### config.mk
export PLATFORM = sky130hd
export DESIGN_NAME = salsa_sched
export DESIGN_NICKNAME = d
export VERILOG_FILES = /design/src/rtl/salsa_sched.sv
export SDC_FILE = /design/constraint.sdc
export NUM_CORES = 1
export LEC_CHECK = 0
export CORE_MARGIN = 4
export CORE_UTILIZATION = 44
export CTS_CLUSTER_SIZE = 14
export DETAILED_ROUTE_END_ITERATION = 7
export PLACE_DENSITY = 0.66
export SETUP_SLACK_MARGIN = 0.1
export SLEW_MARGIN = 10
export SYNTH_ARGS = -nofsm -noshare
export SYNTH_HDL_FRONTEND = slang
export SYNTH_SLANG_ARGS = --single-unit
### constraint.sdc
create_clock -name clk -period 4.25 [get_ports clk]
set_input_delay 0.425 -clock clk [delete_from_list [all_inputs] [get_ports clk]]
set_output_delay 0.425 -clock clk [all_outputs]
set_load 0.03 [all_outputs]
### src/rtl/salsa_sched.sv
// Round-robin slot scheduler for an interleaved salsa/scrypt ROMix core: one slot per pipeline stage.
// Optional completed-hash counter is built only when SALSA_SCHED_HASHCNT_EN is defined.
module salsa_sched #(
    parameter int SLOTS = 8,
    parameter int ITER  = 1024,
    parameter int AW    = 10,
    parameter int SW    = 3
) (
    input  logic                clk,
    input  logic                reset,
    input  logic                load_valid,
    output logic                load_ready,
    input  logic [AW-1:0]       xaddr,
    output logic [SW-1:0]       issue_slot,
    output logic [1:0]          feed_sel,
    output logic                ram_we,
    output logic [SW+AW-1:0]    ram_waddr,
    output logic [SW+AW-1:0]    ram_raddr,
    output logic                done_valid,
    output logic [SW-1:0]       done_slot,
    output logic                busy,
    output logic [31:0]         hash_count
);

    localparam logic [1:0] ST_IDLE  = 2'd0;
    localparam logic [1:0] ST_WRITE = 2'd1;
    localparam logic [1:0] ST_READ  = 2'd2;

    localparam logic [1:0] FEED_BUBBLE = 2'd0;
    localparam logic [1:0] FEED_LOAD   = 2'd1;
    localparam logic [1:0] FEED_WRITE  = 2'd2;
    localparam logic [1:0] FEED_READ   = 2'd3;

    localparam logic [AW:0]   CNT_LAST_WR = (AW+1)'(ITER - 1);
    localparam logic [AW:0]   CNT_DONE    = (AW+1)'(ITER);
    localparam logic [SW-1:0] PTR_LAST    = SW'(SLOTS - 1);

    logic [SW-1:0] ptr_r;
    logic [1:0]    state_r [SLOTS];
    logic [AW:0]   cnt_r   [SLOTS];
    logic          busy_r;

    logic [1:0]    cur_state_s;
    logic [AW:0]   cur_cnt_s;
    logic [1:0]    next_state_s;
    logic [AW:0]   next_cnt_s;
    logic          load_ready_s;
    logic [1:0]    feed_sel_s;
    logic          ram_we_s;
    logic [AW-1:0] widx_s;
    logic          done_s;
    logic          busy_next_s;

    assign cur_state_s = state_r[ptr_r];
    assign cur_cnt_s   = cnt_r[ptr_r];

    // Decode the visit of the pointed slot; reset forces every strobe quiet.
    always_comb begin
        load_ready_s = 1'b0;
        feed_sel_s   = FEED_BUBBLE;
        ram_we_s     = 1'b0;
        widx_s       = '0;
        done_s       = 1'b0;
        next_state_s = cur_state_s;
        next_cnt_s   = cur_cnt_s;
        if (reset) begin
            next_state_s = ST_IDLE;
            next_cnt_s   = '0;
        end else begin
            case (cur_state_s)
                ST_IDLE: begin
                    load_ready_s = 1'b1;
                    if (load_valid) begin
                        feed_sel_s   = FEED_LOAD;
                        ram_we_s     = 1'b1;
                        next_cnt_s   = (AW+1)'(1);
                        next_state_s = ST_WRITE;
                    end else begin
                        feed_sel_s   = FEED_BUBBLE;
                    end
                end
                ST_WRITE: begin
                    feed_sel_s = FEED_WRITE;
                    ram_we_s   = 1'b1;
                    widx_s     = cur_cnt_s[AW-1:0];
                    if (cur_cnt_s == CNT_LAST_WR) begin
                        next_cnt_s   = '0;
                        next_state_s = ST_READ;
                    end else begin
                        next_cnt_s   = cur_cnt_s + (AW+1)'(1);
                    end
                end
                ST_READ: begin
                    if (cur_cnt_s < CNT_DONE) begin
                        feed_sel_s = FEED_READ;
                        next_cnt_s = cur_cnt_s + (AW+1)'(1);
                    end else begin
                        // Completion visit doubles as a load slot so the pipeline never idles.
                        done_s       = 1'b1;
                        load_ready_s = 1'b1;
                        if (load_valid) begin
                            feed_sel_s   = FEED_LOAD;
                            ram_we_s     = 1'b1;
                            next_cnt_s   = (AW+1)'(1);
                            next_state_s = ST_WRITE;
                        end else begin
                            next_cnt_s   = '0;
                            next_state_s = ST_IDLE;
                        end
                    end
                end
                default: begin
                    next_cnt_s   = '0;
                    next_state_s = ST_IDLE;
                end
            endcase
        end
    end

    // Activity as it will be after this edge: pointed slot takes its next state.
    always_comb begin
        busy_next_s = 1'b0;
        for (int i = 0; i < SLOTS; i++) begin
            if (ptr_r == SW'(i)) begin
                if (next_state_s != ST_IDLE) busy_next_s = 1'b1;
                else                         busy_next_s = busy_next_s;
            end else begin
                if (state_r[i] != ST_IDLE)   busy_next_s = 1'b1;
                else                         busy_next_s = busy_next_s;
            end
        end
    end

    // Pointer rotation and per-slot state update.
    always_ff @(posedge clk) begin
        if (reset) begin
            ptr_r  <= '0;
            busy_r <= 1'b0;
            for (int i = 0; i < SLOTS; i++) begin
                state_r[i] <= ST_IDLE;
                cnt_r[i]   <= '0;
            end
        end else begin
            if (ptr_r == PTR_LAST) ptr_r <= '0;
            else                   ptr_r <= ptr_r + SW'(1);
            state_r[ptr_r] <= next_state_s;
            cnt_r[ptr_r]   <= next_cnt_s;
            busy_r         <= busy_next_s;
        end
    end

`ifdef SALSA_SCHED_HASHCNT_EN
    logic [31:0] hash_count_r;

    // Completed-hash counter, wraps naturally at 2^32.
    always_ff @(posedge clk) begin
        if (reset)       hash_count_r <= 32'd0;
        else if (done_s) hash_count_r <= hash_count_r + 32'd1;
        else             hash_count_r <= hash_count_r;
    end

    assign hash_count = hash_count_r;
`else
    assign hash_count = 32'd0;
`endif

    assign issue_slot = ptr_r;
    assign load_ready = load_ready_s;
    assign feed_sel   = feed_sel_s;
    assign ram_we     = ram_we_s;
    assign ram_waddr  = {ptr_r, widx_s};
    assign ram_raddr  = {ptr_r, xaddr};
    assign done_valid = done_s;
    assign done_slot  = ptr_r;
    assign busy       = busy_r;

endmodule

==> impl_metrics.py, run 1 <==
metrics = {
    "worst_setup_path": {
        "path_depth": 10,
        "critPathKind": "reg -> reg",
        "cp_top_family": "multiplexers",
        "critPathArrivalTime_ns": 4.05,
        "cp-end-kind": "flop",
        "slowest_stage": "dfxtp_2",
        "critical-path-max-stage-delay_ns": 0.79,
        "rr_endpoint": "cnt_r[4][10]",
        "startpoint_type": "flop",
        "reg2reg_slack_ns": 0.27,
        "reg2regPathDepth": 10,
        "crit_required_ns": 4.32,
        "critPathMaxFanout": 27,
        "r2r-start": "done_slot[1]",
        "path_cells": "mux4_1 > mux2_2 > ha_1 > and4_1 > and2_1 > and2_1 > ha_1 > o22ai_1 > a32oi_1 > nor2_1",
        "crit_buf_inv": 0,
    },
    "route": {
        "first_pass_iters": 5,
        "num_vias": 4214,
        "drt-wirelength-per-cell_microns": 21.0,
        "drtIter0Drc": 520,
        "drt-total-wl_microns": 15000,
        "drcViolationCount": 0,
        "antenna_left": 0,
        "viasPerCell": 5.90,
    },
    "grt": {
        "grt_max_degree": 28,
        "grt_pass1_vias": 3955,
        "grt_pass1_wl_microns": 23000,
        "antenna_found_initial": 0,
        "track_usage_pct": 18.8,
        "overflow": 0,
    },
    "logic_synthesis": {
        "synthFlopType": "edfxtp_1",
        "syn_area_per_cell_sq_um": 11.7,
        "synth_seq_area_share_pct": 52.9,
        "syn_area_sq_um": 6060,
        "yosysTopAreaCell": "edfxtp_1",
        "synthCells": 516,
        "ys_seq_elements": 108,
        "synth_warnings": 0,
        "synth_area_leaders": "edfxtp_1 (52%), nor2_1 (7.1%), buf_4 (6.6%)",
        "synth_edf_count": 104,
        "async_flop_share_pct": 0,
        "synth.distinct_cells": 66,
        "yosys.area.top_type_share_pct": 51.5,
    },
    "timing": {
        "setup_slack_ns": 0.268,
        "rsz0062_at_grt": "false",
        "period_share_pct": 93.7,
        "period_needed_ns": 3.98,
        "fin_skew_ns": 0.0103,
        "tns_ns": 0,
        "fmax_ghz": 0.251,
        "finalHoldViolations": 0,
        "relSlewSlack_pct": 38.4,
        "setup_viol": 0,
        "tightest_slew_ns": 0.924,
        "final_max_slew_viol_count": 0,
    },
    "pwr": {
        "swShare_pct": 32.4,
        "power.leakage_uw": 0.00233,
        "total_power_uw": 2900,
        "max-vdd-ir-drop_mv": 0.300,
        "pwr_density_cell_nw_per_um2": 439,
        "p_switching_uw": 938,
        "clock_power_share_pct": 29.8,
        "p_int_uw": 1960,
        "p_comb_share_pct": 25.6,
        "pwr-share-seq_pct": 44.7,
    },
    "clocking": {
        "cts_buffers": 9,
        "ctsHoldBuffers": 0,
        "cts_root_buf": "clkbuf_16",
        "h-tree-depth": 3,
        "cts.path.max_buffers": 2,
        "cts_resized": 0,
        "insertion_delay_ns": 0.35,
        "postCtsSetupRepairBufs": 0,
        "clkTransAtPathRegs_ns": 0.08,
        "clkSinkCount": 108,
        "cts_tree": "yes",
    },
    "die": {
        "start_util_pct": 45.4,
        "die_area_sq_um": 15700,
        "die_h_microns": 125,
        "die_x_microns": 125,
        "core_sq_um": 13300,
        "ioPinCount": 83,
        "rows": 42,
    },
    "final_layout": {
        "area_growth_pct": 8.82,
        "layout-drive-gt1-share_pct": 14.9,
        "fillerInstances": 1155,
        "diodes": 0,
        "fin_nets": 554,
    },
    "run_status": {
        "outcome": "finished, final reports clean",
    },
    "place": {
        "pre_cts_slack_ns": 0.383,
        "numPortBuffers": 30,
        "place.gp.congestion": 0.950,
        "dp_hpwl_microns": 10500,
    },
    "min_path": {
        "hold_end": "busy",
        "hold_path_depth": 4,
        "min-delay-start": "state_r[4][1]",
        "hold_class": "reg -> reg",
    },
    "job": {
        "drv_cap": 0,
    },
}
## power groups by stage
| stage | registers [uW] | logic [uW] | clock network (uW) |
|---|---|---|---|
| 2_1_floorplan | 1290 | 583 | 0 |
| 5_1_grt | 1300 | 790 | 908 |
| 3_3_place_gp | 1310 | 719 | 0 |
| 3_5_place_dp | 1320 | 726 | 0 |
| 4_1_cts | 1290 | 730 | 860 |
| 6_report | 1290 | 741 | 863 |
## sequential cells by signal (all words and copies together), names as in the netlist
| register | cells |
|---|---|
| busy | 1 |
| done_slot | 3 |
| state_r | 16 |
| cnt_r | 88 |
## Yosys cell counts (4+ instances only)
cell type,instances
a211oi_1,4
a21oi_1,14
a22oi_1,4
and2_1,6
buf_2,7
buf_4,53
buf_6,4
clkbuf_1,6
dfxtp_1,4
edfxtp_1,104
ha_1,8
mux2_2,7
mux2i_1,19
mux4_1,6
mux4_2,9
nand2_1,18
nand2b_1,9
nand3_1,16
nor2_1,114
nor2_2,9
nor2b_1,4
nor3_1,10
o211ai_1,4
o21ai_0,7
o22ai_1,4
## cells by family after synthesis
kind of cell	after synthesis	synth area share (%)
compound gates	74	10.1
fa+ha+maj	8	1.65
buf+inv	79	9.35
flops	108	52.9
mux	42	10.6
other cells	1	0.0619
simple gates	204	15.4
## worst register-to-register path: cells and delay by family (launching register included)
family	cells	cell delay, ns
AO/OA/AOI/OAI	2	0.66
flip-flops	1	0.79
adder cells (fa/ha/maj)	2	0.50
AND/OR/NAND/NOR	4	0.75
multiplexers	2	1.00
## cell type report
cell class	instances	area [sq um]	share of cell area (%)
inverter	6	22.5	0.342
clock buffer	9	225	3.42
timing repair buffer	48	433	6.57
clock inverter	7	81.3	1.23
tap	176	220	3.34
multi-input combinational	360	2410	36.5
sequential	108	3210	48.6
## placed cells by master, fill, tap and decap left out, types with 10 or more instances in the layout
master           netlist  final
nand3_1               16     16
clkdlybuf4s50_1        0     29
nand2_1               18     18
a21oi_1               14     14
edfxtp_1             104    104
nor2_1               114    114
buf_4                 53     19
nor3_1                10     10
mux2i_1               19     19
conb_1                 1     32
## metrics by stage
step | cells | hold WS [ns] | util, % | area [sq um]
floorplan | 547 | 0.694 | - | 6180
global placement | 698 | 0.786 | 47.1 | 6290
detailed placement | 698 | 0.810 | 47.1 | 6290
CTS | 714 | 0.828 | 49.4 | 6590
global route | 714 | 0.850 | 49.4 | 6590
finish | 714 | 0.821 | 49.4 | 6590
## layer usage
metal	routed length, microns	vias to the layer above	GRT usage (%)	share of wire (%)
li1	-	1861	-	-
met1	6030	2080	25.7	40
met2	7330	245	31.7	49
met3	1370	28	2.26	9.1
met4	276	0	5.55	1.8
met5	0	-	0	0
## worst max-delay path by stage
stage | from | endpoint | slack, ns
CTS | done_slot[1] | cnt_r[4][10] | 0.34
detailed placement | done_slot[1] | cnt_r[4][10] | 0.38
global placement | done_slot[1] | cnt_r[5][10] | 0.51
global route | done_slot[2] | cnt_r[4][10] | 0.12
floorplan | done_slot[2] | cnt_r[0][10] | 0.25
finish | done_slot[1] | cnt_r[4][10] | 0.27
Power figures use the tool's default switching activity.
==> inputs of run 2 (changes only) <==
Clock period 4.25 ns to 4 ns, I/O delays scaled along.
==> impl_metrics.py, run 2 (synthesized netlist as in run 1, its figures left out) <==
metrics = {
    "route": {
        "drt-wirelength-per-cell_microns": 21.2,
        "drt-total-wl_microns": 15100,
        "num_vias": 4181,
        "drtIter0Drc": 521,
        "drcViolationCount": 0,
        "antenna_left": 0,
        "viasPerCell": 5.88,
        "first_pass_iters": 7,
    },
    "final_layout": {
        "largest-register": "cnt_r",
        "layout_commonest_cell": "nor2_1",
        "area_growth_pct": 8.32,
        "layout_common_cells": "nor2_1 (114), edfxtp_1 (104), conb_1 (32)",
        "largest_reg_flops": 88,
        "fin_nets": 551,
        "diodes": 0,
        "layout-drive-gt1-share_pct": 15.0,
        "fillerInstances": 1139,
    },
    "job": {
        "drv_cap": 0,
    },
    "timing": {
        "period_share_pct": 92.3,
        "relSlewSlack_pct": 34.0,
        "rsz0062_at_grt": "false",
        "fin_skew_ns": 0.0109,
        "final_max_slew_viol_count": 0,
        "tns_ns": 0,
        "finalHoldViolations": 0,
        "tightest_slew_ns": 0.990,
        "setup_viol": 0,
        "holdWs_ns": 0.650,
        "fmax_ghz": 0.271,
        "period_needed_ns": 3.69,
    },
    "clocking": {
        "cts_buffers": 9,
        "postCtsSetupRepairBufs": 0,
        "cts_root_buf": "clkbuf_16",
        "ctsHoldBuffers": 0,
        "clkSinkCount": 108,
        "cts.path.max_buffers": 2,
        "clkTransAtPathRegs_ns": 0.07,
        "h-tree-depth": 3,
        "cts_resized": 0,
        "insertion_delay_ns": 0.35,
        "cts_tree": "yes",
    },
    "die": {
        "core_sq_um": 13300,
        "ioPinCount": 83,
        "die_x_microns": 125,
        "rows": 42,
        "die_area_sq_um": 15700,
        "start_util_pct": 45.4,
        "die_h_microns": 125,
    },
    "worst_setup_path": {
        "rr_endpoint": "cnt_r[1][10]",
        "reg2reg_slack_ns": 0.42,
        "crit_buf_inv": 3,
        "reg2regPathDepth": 11,
        "cp_top_family": "buffers and inverters",
        "crit_required_ns": 3.60,
        "critPathMaxFanout": 17,
        "critPathArrivalTime_ns": 3.29,
        "startpoint_type": "flop",
        "path_cells": "buf_4 > mux2i_1 > o211ai_1 > a22o_1 > a21oi_1 > buf_4 > a21boi_0 > clkdlybuf4s50_1",
        "cp-end-kind": "output port",
        "cpMostUsedCell": "buf_4",
        "r2r-start": "done_slot[1]",
        "critical-path-max-stage-delay_ns": 0.70,
        "slowest_stage": "clkdlybuf4s50_1",
        "critPathKind": "reg -> out",
    },
    "place": {
        "place.gp.congestion": 0.890,
        "numPortBuffers": 30,
        "dp_hpwl_microns": 10400,
    },
    "grt": {
        "track_usage_pct": 19.0,
        "overflow": 0,
        "grt_pass1_wl_microns": 22900,
        "antenna_found_initial": 0,
        "grt_pass1_vias": 3882,
        "grt_max_degree": 23,
    },
    "min_path": {
        "hold_class": "reg -> reg",
        "hold_end": "done_slot[0]",
        "min-delay-start": "done_slot[0]",
        "hold_path_depth": 1,
    },
    "pwr": {
        "power.leakage_uw": 0.00231,
        "pwr_density_cell_nw_per_um2": 460,
        "max-vdd-ir-drop_mv": 0.229,
    },
    "run_status": {
        "outcome": "finished, final reports clean",
    },
}
==> run 2: metrics by stage <==
| step | setup WS, ns | area, sq um | instances | total power, uW | utilization, % |
|---|---|---|---|---|---|
| 3_5_place_dp | 0.473 | 6280 | 695 | 2170 | 47.0 |
| 5_1_grt | 0.105 | 6560 | 711 | 3120 | 49.2 |
| 2_1_floorplan | 0.255 | 6190 | 547 | 2000 | - |
| 6_report | 0.306 | 6560 | 711 | 3020 | 49.2 |
| 3_3_place_gp | 0.512 | 6280 | 695 | 2160 | 47.0 |
| 4_1_cts | 0.141 | 6560 | 711 | 3010 | 49.1 |
==> run 2: worst max-delay path by stage <==
stage | startpoint | endpoint | cells past startpoint | slack, ns
finish | done_slot[2] | feed_sel[1] | 8 | 0.31
global route | done_slot[2] | feed_sel[1] | 8 | 0.10
CTS | done_slot[0] | ram_waddr[0] | 6 | 0.14
detailed placement | done_slot[1] | cnt_r[0][10] | 11 | 0.47
global placement | done_slot[1] | cnt_r[0][10] | 11 | 0.51
floorplan | done_slot[0] | cnt_r[0][10] | 17 | 0.25
==> run 2: where the power goes <==
group / leakage [uW] / internal, uW / switching, uW
combinational: 0.00104 / 252 / 533
clock: 0.000139 / 432 / 432
sequential: 0.00113 / 1330 / 40.8
total: 0.00231 / 2010 / 1010
==> run 2: layout make-up <==
type                            count  area, sq um  area share [%]
Inverter                            6         22.5           0.343
Multi-Input combinational cell    360         2420            36.8
Timing Repair Buffer               45          413            6.29
Clock inverter                      7         55.1           0.839
Sequential cell                   108         3210            48.9
Clock buffer                        9          225            3.43
Tap cell                          176          220            3.35
==> run 2: layer usage <==
metal | share of wire [%] | routed length (microns) | global-route usage, %
met3 | 9.0 | 1360 | 2.35
met1 | 40 | 6010 | 26.2
met2 | 49 | 7450 | 31.9
met5 | 0 | 0 | 0
met4 | 1.9 | 288 | 5.74
